**config.mk**
```make
export PLATFORM = sky130hd
export DESIGN_NAME = pbch_qpsk_demap_flat
export DESIGN_NICKNAME = d
export VERILOG_FILES = /design/src/rtl/pbch_qpsk_demap_if.sv /design/src/rtl/pbch_qpsk_demap.sv /design/src/flat_wrapper.sv
export SDC_FILE = /design/constraint.sdc
export NUM_CORES = 1
export LEC_CHECK = 0
export ABC_CLOCK_PERIOD_IN_PS = 16800
export CORE_ASPECT_RATIO = 1.1
export CORE_UTILIZATION = 50
export CTS_BUF_LIST = sky130_fd_sc_hd__clkbuf_8
export CTS_CLUSTER_DIAMETER = 120
export CTS_CLUSTER_SIZE = 24
export DETAILED_ROUTE_END_ITERATION = 8
export PLACE_DENSITY = 0.76
export SLEW_MARGIN = 10
export SYNTH_ARGS = -nofsm -noshare
export SYNTH_HDL_FRONTEND = slang
export SYNTH_SLANG_ARGS = --single-unit
```
**constraint.sdc**
```tcl
create_clock -name clk_i -period 16.8 [get_ports clk_i]
set_input_delay 5.04 -clock clk_i [delete_from_list [all_inputs] [get_ports clk_i]]
set_output_delay 5.04 -clock clk_i [all_outputs]
set_load 0.005 [all_outputs]
```
**src/rtl/pbch_qpsk_demap_if.sv**
```systemverilog
// Stream bundle for the PBCH QPSK demapper: equalized REs in, LLR pairs out.
// slave is the demapper side, master the producer/consumer side.
interface pbch_qpsk_demap_if #(
    parameter int IN_DW  = 32,
    parameter int LLR_DW = 8
);
    logic [IN_DW-1:0]    s_axis_in_tdata;
    logic [1:0]          s_axis_in_tuser;
    logic                s_axis_in_tvalid;
    logic [2*LLR_DW-1:0] m_axis_out_tdata;
    logic                m_axis_out_tlast;
    logic                m_axis_out_tvalid;
    logic                m_axis_out_tready;

    modport slave (
        input  s_axis_in_tdata,
        input  s_axis_in_tuser,
        input  s_axis_in_tvalid,
        output m_axis_out_tdata,
        output m_axis_out_tlast,
        output m_axis_out_tvalid,
        input  m_axis_out_tready
    );

    modport master (
        output s_axis_in_tdata,
        output s_axis_in_tuser,
        output s_axis_in_tvalid,
        input  m_axis_out_tdata,
        input  m_axis_out_tlast,
        input  m_axis_out_tvalid,
        output m_axis_out_tready
    );
endinterface

```
**src/rtl/pbch_qpsk_demap.sv**
```systemverilog
// Soft QPSK demapper + PBCH frame packer with FWFT output FIFO.
// Optional PBCH_DEMAP_DROP_CNT_EN adds a saturating drop counter output.
module pbch_qpsk_demap #(
    parameter int IN_DW     = 32,
    parameter int LLR_DW    = 8,
    parameter int LLR_SHIFT = 7,
    parameter int N_DATA_RE = 432,
    parameter int FIFO_LEN  = 64
) (
    input  logic              clk_i,
    input  logic              reset_i,
    pbch_qpsk_demap_if.slave  axis,
    output logic              overflow_o,
    output logic              frame_err_o
`ifdef PBCH_DEMAP_DROP_CNT_EN
    ,
    output logic [15:0]       drop_cnt_o
`endif
);
    localparam int HW = IN_DW / 2;
    localparam int EW = 2 * LLR_DW + 1;
    localparam int AW = $clog2(FIFO_LEN);
    localparam int CW = $clog2(N_DATA_RE + 1);
    localparam int LMAX = (1 << (LLR_DW - 1)) - 1;
    localparam logic signed [HW-1:0] SMAX = HW'(LMAX);
    localparam logic signed [HW-1:0] SMIN = -SMAX;
    localparam logic [CW-1:0] LAST_CNT = CW'(N_DATA_RE - 1);
    localparam logic [AW:0] FULL_CNT = (AW + 1)'(FIFO_LEN);

    typedef enum logic {IDLE, COLLECT} state_t;

    // Symmetric clamp: the most negative code is never emitted.
    function automatic logic [LLR_DW-1:0] scale(input logic signed [HW-1:0] c);
        logic signed [HW-1:0] s;
        s = c >>> LLR_SHIFT;
        if (s > SMAX) return SMAX[LLR_DW-1:0];
        if (s < SMIN) return SMIN[LLR_DW-1:0];
        return s[LLR_DW-1:0];
    endfunction

    logic              s1_valid_d, s1_valid_q;
    logic [1:0]        s1_user_d, s1_user_q;
    logic [LLR_DW-1:0] s1_re_d, s1_re_q;
    logic [LLR_DW-1:0] s1_im_d, s1_im_q;

    always_comb begin
        s1_valid_d = axis.s_axis_in_tvalid;
        s1_user_d  = axis.s_axis_in_tuser;
        s1_re_d    = scale(axis.s_axis_in_tdata[HW-1:0]);
        s1_im_d    = scale(axis.s_axis_in_tdata[IN_DW-1:HW]);
    end

    always_ff @(posedge clk_i) begin
        if (reset_i) begin
            s1_valid_q <= 1'b0;
            s1_user_q  <= '0;
            s1_re_q    <= '0;
            s1_im_q    <= '0;
        end else begin
            s1_valid_q <= s1_valid_d;
            s1_user_q  <= s1_user_d;
            s1_re_q    <= s1_re_d;
            s1_im_q    <= s1_im_d;
        end
    end

    state_t        state_d, state_q;
    logic [CW-1:0] cnt_d, cnt_q;
    logic [CW-1:0] base;
    logic          active, wr, wr_last;
    logic          ferr_d, ferr_q;

    always_comb begin
        state_d = state_q;
        cnt_d   = cnt_q;
        ferr_d  = ferr_q;
        base    = cnt_q;
        active  = 1'b0;
        wr      = 1'b0;
        wr_last = 1'b0;
        if (s1_valid_q) begin
            if (s1_user_q[1]) begin
                base    = '0;
                active  = 1'b1;
                state_d = COLLECT;
                cnt_d   = '0;
                if (state_q == COLLECT) ferr_d = 1'b1;
            end else if (state_q == COLLECT) begin
                active = 1'b1;
            end
            if (active && !s1_user_q[0]) begin
                wr      = 1'b1;
                wr_last = (base == LAST_CNT);
                cnt_d   = wr_last ? '0 : base + 1'b1;
                state_d = wr_last ? IDLE : COLLECT;
            end
        end
    end

    logic [EW-1:0] mem_q [FIFO_LEN];
    logic [AW-1:0] wp_d, wp_q, rp_d, rp_q;
    logic [AW:0]   fcnt_d, fcnt_q;
    logic          full, rd, wr_ok;
    logic          ovf_d, ovf_q;
    logic [EW-1:0] rd_word;

    // A read in the same cycle frees the slot, so a write on full still lands.
    always_comb begin
        full   = (fcnt_q == FULL_CNT);
        rd     = axis.m_axis_out_tvalid && axis.m_axis_out_tready;
        wr_ok  = wr && (!full || rd);
        wp_d   = wr_ok ? wp_q + 1'b1 : wp_q;
        rp_d   = rd ? rp_q + 1'b1 : rp_q;
        ovf_d  = ovf_q | (wr && !wr_ok);
        fcnt_d = fcnt_q;
        unique case ({wr_ok, rd})
            2'b10:   fcnt_d = fcnt_q + 1'b1;
            2'b01:   fcnt_d = fcnt_q - 1'b1;
            default: fcnt_d = fcnt_q;
        endcase
    end

    always_ff @(posedge clk_i) begin
        if (wr_ok) mem_q[wp_q] <= {wr_last, s1_im_q, s1_re_q};
    end

    always_ff @(posedge clk_i) begin
        if (reset_i) begin
            state_q <= IDLE;
            cnt_q   <= '0;
            ferr_q  <= 1'b0;
            wp_q    <= '0;
            rp_q    <= '0;
            fcnt_q  <= '0;
            ovf_q   <= 1'b0;
        end else begin
            state_q <= state_d;
            cnt_q   <= cnt_d;
            ferr_q  <= ferr_d;
            wp_q    <= wp_d;
            rp_q    <= rp_d;
            fcnt_q  <= fcnt_d;
            ovf_q   <= ovf_d;
        end
    end

    always_comb begin
        rd_word                = mem_q[rp_q];
        axis.m_axis_out_tvalid = (fcnt_q != '0);
        axis.m_axis_out_tdata  = axis.m_axis_out_tvalid ?
                                 rd_word[2*LLR_DW-1:0] : '0;
        axis.m_axis_out_tlast  = axis.m_axis_out_tvalid & rd_word[EW-1];
        overflow_o             = ovf_q;
        frame_err_o            = ferr_q;
    end

`ifdef PBCH_DEMAP_DROP_CNT_EN
    logic [15:0] drop_d, drop_q;

    always_comb begin
        drop_d = drop_q;
        if (wr && !wr_ok && drop_q != 16'hFFFF) drop_d = drop_q + 16'd1;
    end

    always_ff @(posedge clk_i) begin
        if (reset_i) drop_q <= '0;
        else         drop_q <= drop_d;
    end

    assign drop_cnt_o = drop_q;
`endif
endmodule

```
**src/flat_wrapper.sv**
```systemverilog
// flat-port wrapper written by rule: the top's interface ports become plain ports
module pbch_qpsk_demap_flat 
#(
    parameter int IN_DW     = 32,
    parameter int LLR_DW    = 8,
    parameter int LLR_SHIFT = 7,
    parameter int N_DATA_RE = 432,
    parameter int FIFO_LEN  = 64
)
  (clk_i, reset_i, overflow_o, frame_err_o, axis_s_axis_in_tdata, axis_s_axis_in_tuser, axis_s_axis_in_tvalid, axis_m_axis_out_tdata, axis_m_axis_out_tlast, axis_m_axis_out_tvalid, axis_m_axis_out_tready);
  pbch_qpsk_demap_if #(.IN_DW(IN_DW), .LLR_DW(LLR_DW)) axis_i ();
  input  logic clk_i;
  input  logic reset_i;
  output logic overflow_o;
  output logic frame_err_o;
  input wire logic [$bits(axis_i.s_axis_in_tdata)-1:0] axis_s_axis_in_tdata;
  input wire logic [$bits(axis_i.s_axis_in_tuser)-1:0] axis_s_axis_in_tuser;
  input wire logic [$bits(axis_i.s_axis_in_tvalid)-1:0] axis_s_axis_in_tvalid;
  output wire logic [$bits(axis_i.m_axis_out_tdata)-1:0] axis_m_axis_out_tdata;
  output wire logic [$bits(axis_i.m_axis_out_tlast)-1:0] axis_m_axis_out_tlast;
  output wire logic [$bits(axis_i.m_axis_out_tvalid)-1:0] axis_m_axis_out_tvalid;
  input wire logic [$bits(axis_i.m_axis_out_tready)-1:0] axis_m_axis_out_tready;
  assign axis_i.s_axis_in_tdata = axis_s_axis_in_tdata;
  assign axis_i.s_axis_in_tuser = axis_s_axis_in_tuser;
  assign axis_i.s_axis_in_tvalid = axis_s_axis_in_tvalid;
  assign axis_m_axis_out_tdata = axis_i.m_axis_out_tdata;
  assign axis_m_axis_out_tlast = axis_i.m_axis_out_tlast;
  assign axis_m_axis_out_tvalid = axis_i.m_axis_out_tvalid;
  assign axis_i.m_axis_out_tready = axis_m_axis_out_tready;
  pbch_qpsk_demap #(.IN_DW(IN_DW), .LLR_DW(LLR_DW), .LLR_SHIFT(LLR_SHIFT), .N_DATA_RE(N_DATA_RE), .FIFO_LEN(FIFO_LEN)) u_core (.clk_i(clk_i), .reset_i(reset_i), .axis(axis_i), .overflow_o(overflow_o), .frame_err_o(frame_err_o));
endmodule
```
### Word level (Yosys, flattened, before mapping)

Memories as Yosys holds them, arrays and structs flattened. A register that Yosys moved wholly into a read port is not among the register bits.
Index checks and enable logic that the tools add are counted.

* equality and inequality tests: 4
* mux-type cells: 34
* bitwise logic cells: 2
* reductions and logical operators: 13
* add/sub/neg operators: 5
* $lt $le $gt $ge: 4

Operators with widths (number)
* 8-bit 2-to-1 mux: 8
* 9-bit 2-to-1 mux: 4
* 9-bit by 8-bit > comparator with 1-bit output, second input constant: 2
* 9-bit by 8-bit < comparator with 1-bit output, second input constant: 2
* 1-bit 2-to-1 mux: 18
* 16-bit 2-to-1 mux: 1
* 7-bit one-hot mux with 2 select lines: 1
* 6-bit by 1-bit adder with 6-bit output, second input constant: 2
* 6-bit 2-to-1 mux: 2
* 9-bit by 1-bit adder with 9-bit output, second input constant: 1
* 9-bit equality test, second input constant: 1
* 7-bit by 1-bit adder with 7-bit output, second input constant: 1
* 7-bit equality test, second input constant: 1
* 7-bit nonzero test: 1
* 7-bit by 1-bit subtractor with 7-bit output, second input constant: 1
* 1-bit logical AND: 4
* 2-bit nonzero test: 2
* 1-bit zero test: 3
* 3-bit AND reduction: 1
* 2-bit by 1-bit equality test with 1-bit output, second input constant: 1
* 2-bit equality test, second input constant: 1
* 2-bit AND reduction: 1
* 1-bit bitwise AND: 1
* 1-bit logical OR: 1
* 1-bit OR: 1

* input bits: 38
* word-level logic and storage cells: 74
* register bits: 50
* memories kept: 1
* memory bits (writable): 1088
* output and inout bits: 20

Memory list
* u_core.mem_q: words 64, width 17, rd ports 1, clocked after Yosys merged registers in 1, wr ports 1, line pbch_qpsk_demap.sv:100 `logic [EW-1:0] mem_q [FIFO_LEN];`

### Logic depth before layout (Yosys ltp)

* word-level depth: 10
* gate-level depth with buffers: 12
* mapped depth without buffers: 11

### Worst setup path after synthesis

OpenSTA, ideal clock, no wires.

* path kind: input -> register
* start: input port axis_m_axis_out_tready
* end: register u_core.fcnt_q[6]
* library setup time: 0.074 ns
* required time: 16.726 ns
* slack: 9.548 ns
* arrival: 7.178 ns
* cell stages on the path: 9
* path buffers: 0
* path through: a21boi_2 -> and2_1 -> ha_1 -> a21o_1 -> a21o_1 -> a21o_1 -> a211oi_1 -> mux2_2 -> a31oi_1

* word-level cells in the longest chain between the ends: 5
* elaborated cells on any way between the ends: 7
* those cells by class: eq/ne (2); mux (1); reduce/logical (4)

RTL lines
* start: declaration: line flat_wrapper.sv:22 `input wire logic [$bits(axis_i.m_axis_out_tready)-1:0] axis_m_axis_out_tready;`
* 1-bit logical AND (*): line pbch_qpsk_demap.sv:110 `rd = axis.m_axis_out_tvalid && axis.m_axis_out_tready;`
* 1-bit logical OR: line pbch_qpsk_demap.sv:111 `wr_ok = wr && (!full || rd);`
* 1-bit logical AND: line pbch_qpsk_demap.sv:111
* 2-bit by 1-bit equality test with 1-bit output / 2-bit equality test (equally long branches): line pbch_qpsk_demap.sv:116 `unique case ({wr_ok, rd})`
* 7-bit one-hot mux with 2 select lines / 2-bit nonzero test (equally long branches)
* end signal: assignment: line pbch_qpsk_demap.sv:142 `fcnt_q <= fcnt_d;`
* end: declaration: line pbch_qpsk_demap.sv:102 `logic [AW:0] fcnt_d, fcnt_q;`

Mark *: on every way between the ends. The rest lies on a longest branch, timed or not.
A chain may end at the register's enable or synchronous reset.

==> run_results.csv <==
group,metric,value,unit
outcome,outcome,"complete, no violations",
detailed_routing,drt_iter0_markers,2633,
sta,hold_violations,0,
finish,fillers,6617,
global_route,overflow,0,
power,vdd_ir_drop_max,114,µV
floorplanning,initial_utilization,0.504,
hold_path,hold_class,"flip-flop to flip-flop",
global_route,grt_usage,0.216,
power,power_density,111,nW/µm²
detailed_routing,drc,0,
floorplanning,rows,114,
clocking,clkTransAtPathRegs,130,ps
sta,clock_skew,39.9,ps
sta,rsz0062_at_grt,"false",
yosys,ys_top_cells_by_count,"edfxtp_1, mux4_2, nor2_1",
clocking,clk_path_buf_depth,3,
yosys,ys_warn_count,0,
sta,final.period_utilization,0.629,
setup_path,cp_max_fo,93,
finish,layout.area.seq,33800,µm²
job,max_cap_violations,0,
global_route,first_global_vias,21400,
floorplanning,die_y,314,µm
yosys,synth_cell_type_count,63,
placed_design,dp_hpwl,56700,µm
finish,syn2layout_area_growth,6.51,%
finish,postLayoutCellArea,47200,µm²
global_route,grt_start_max_net_pins,137,
floorplanning,core-area,87900,µm²
yosys,synth_nets,2178,
setup_path,cp_data_required_time,11760,ps
yosys,syn_area_per_cell,20.8,µm²
floorplanning,dieArea,89800,µm²
clocking,clkSinkCount,1144,
detailed_routing,wirelength,96700,µm
clocking,root_buffer,"clkbuf_8",
yosys,synth_top_area_cell,"edfxtp_1",
clocking,tritoncts,"done",
yosys,ys_ff_latch,1144,
detailed_routing,via_per_inst,6.31,
clocking,h-tree-depth,2,
placed_design,portBuffers,43,
floorplanning,num_io_pins,58,
yosys,synth_edf_count,1088,
placed_design,gp_routability_congestion,0.875,
sta,final.setup.tns,0,ps
finish,fin_nets,2255,
yosys,netlist.area_leader.share,0.737,
detailed_routing,wl_per_cell,28.4,µm
sta,setup_violations,0,
yosys,synthesis.area,44300,µm²
power,sw_frac_of_total,0.258,
placed_design,placed_area,46300,µm²
clocking,cts.repair.resized,0,
setup_path,arrival,5530,ps
yosys,ys_top_cells_by_area,"edfxtp_1, mux4_2, dfxtp_1",
yosys,synth_ff_type,"edfxtp_1",
yosys,synthArstFlopShare,0,
power,p_leak,15.4,nW
power,seqPwrFrac,0.612,
power,clkPwrFrac,0.209,
clocking,cts_setup_buffers,0,
finish,drive_above_1_share,0.217,
detailed_routing,ant_nets,0,
setup_path,startpoint_type,"flip-flop",
global_route,grt_pass1_wl,141000,µm
clocking,numCtsBuffers,53,
yosys,ys_seq_area_frac,0.763,
sta,worst_pin_slew,1320,ps
power,internal-power,3.88,mW
sta,fmax,94.6,MHz
power,switchingPower,1.35,mW
clocking,clock_latency,750,ps
detailed_routing,firstDrtPassIters,5,
clocking,cts_hold_buf,0,
detailed_routing,dr_total_vias,21500,
floorplanning,die_w,286,µm
finish,multi_input_area,9840,µm²
yosys,synthCells,2131,
sta,drv_slew,0,
setup_path,end_kind,"primary output",
setup_path,critical_path_class,"flip-flop to primary output",
sta,max-slew-margin-rel,0.118,
global_route,antenna_found_initial,6,
finish,utilization,0.537,
power,pwr-share-comb,0.179,
sta,min_period,10570,ps
yosys,synth.most_common_cell,"edfxtp_1",
[cells by family after synthesis]
kind of cell,share of synthesized area
AOI/OAI and AO/OA,0.0302
xor gates and xnor gates,0.00257
adders and majority gates,0.00271
buffers and inverters,0.0156
DFF,0.763
muxes,0.159
and+or+nand+nor,0.0278
[cell usage in the layout, fill, tap and decap left out, types with 12 or more instances in the layout]
| cell type | n |
|---|---|
| nand2_1 | 47 |
| o22ai_1 | 27 |
| mux4_2 | 277 |
| clkdlybuf4s50_1 | 42 |
| edfxtp_1 | 1088 |
| nand3_1 | 12 |
| dfxtp_2 | 14 |
| nor2_1 | 160 |
| mux2i_1 | 53 |
| a21oi_1 | 55 |
| o21ai_0 | 44 |
| buf_4 | 91 |
| inv_1 | 40 |
| o221ai_1 | 16 |
| a211oi_1 | 17 |
| nor2b_1 | 18 |
| mux2_2 | 22 |
| dfxtp_1 | 36 |
| clkbuf_8 | 55 |
[per-layer routing]
metal | GRT usage | vias to the layer above | wire (µm)
met4 | 0.0682 | 8 | 3270
met3 | 0.0373 | 178 | 8380
met1 | 0.290 | 11300 | 36400
met2 | 0.364 | 1106 | 48600
met5 | 0 | - | 49
li1 | - | 8883 | -
[power groups by stage]
stage	registers [mW]	logic, mW	clock network, mW
after floorplan	3.23	0.650	0
after global routing	3.20	0.986	1.19
after global placement	3.26	0.921	0
after detailed placement	3.26	0.935	0
after CTS	3.20	0.940	1.11
final	3.19	0.936	1.09
[final timing paths]
kind	end	from	cells after the start	slack [ps]
worst max-delay path	axis_m_axis_out_tdata[11]	flip-flop	9	6230
worst min-delay path	u_core.cnt_q[6]$_SDFFE_PP0P_	u_core.cnt_q[6]$_SDFFE_PP0P_	2	500
worst max register to register	u_core.mem_q[62][4]$_DFFE_PP_	u_core.s1_user_q[1]$_SDFF_PP0_	6	13330
worst min register to register	u_core.cnt_q[6]$_SDFFE_PP0P_	u_core.cnt_q[6]$_SDFFE_PP0P_	2	500
[registers in the layout, summed over array words and instances (netlist names), named ones only]
signal,cells
u_core.fcnt_q,7
u_core.s1_im_q,8
u_core.wp_q,6
u_core.rp_q,6
u_core.s1_re_q,8
u_core.s1_user_q,2
u_core.cnt_q,9
u_core.frame_err_o,1
u_core.mem_q,1088
u_core.overflow_o,1
u_core.s1_valid_q,1
u_core.state_q,1
[per-stage QoR]
| step | cells | total power, mW | worst slack [ps] | hold slack, ps |
|---|---|---|---|---|
| finish | 3403 | 5.22 | 6230 | 503 |
| global route | 3403 | 5.38 | 5800 | 527 |
| CTS | 3402 | 5.24 | 6150 | 506 |
| detailed placement | 3313 | 4.20 | 6980 | 471 |
| global placement | 3313 | 4.18 | 6930 | 458 |
| floorplan | 2131 | 3.88 | 9550 | 448 |
[critical path: stages, from the launching register on]
cell,delay [ps]
dfxtp_4,620
buf_12,530
buf_4,940
mux4_2,370
nor2b_1,130
a211oi_1,60
a2111oi_0,560
o21ai_0,550
o21ai_0,350
clkdlybuf4s50_1,580
[area by class of cell]
type | instances | share of cell area
Timing Repair Buffer | 136 | 0.0243
Antenna cell | 1 | 0.0000530
Inverter | 9 | 0.000716
Tap cell | 1160 | 0.0307
Clock buffer | 55 | 0.0160
Clock inverter | 34 | 0.00289
Sequential cell | 1144 | 0.717
Multi-Input combinational cell | 864 | 0.208
No activity file was read; power rests on OpenSTA's default activity.
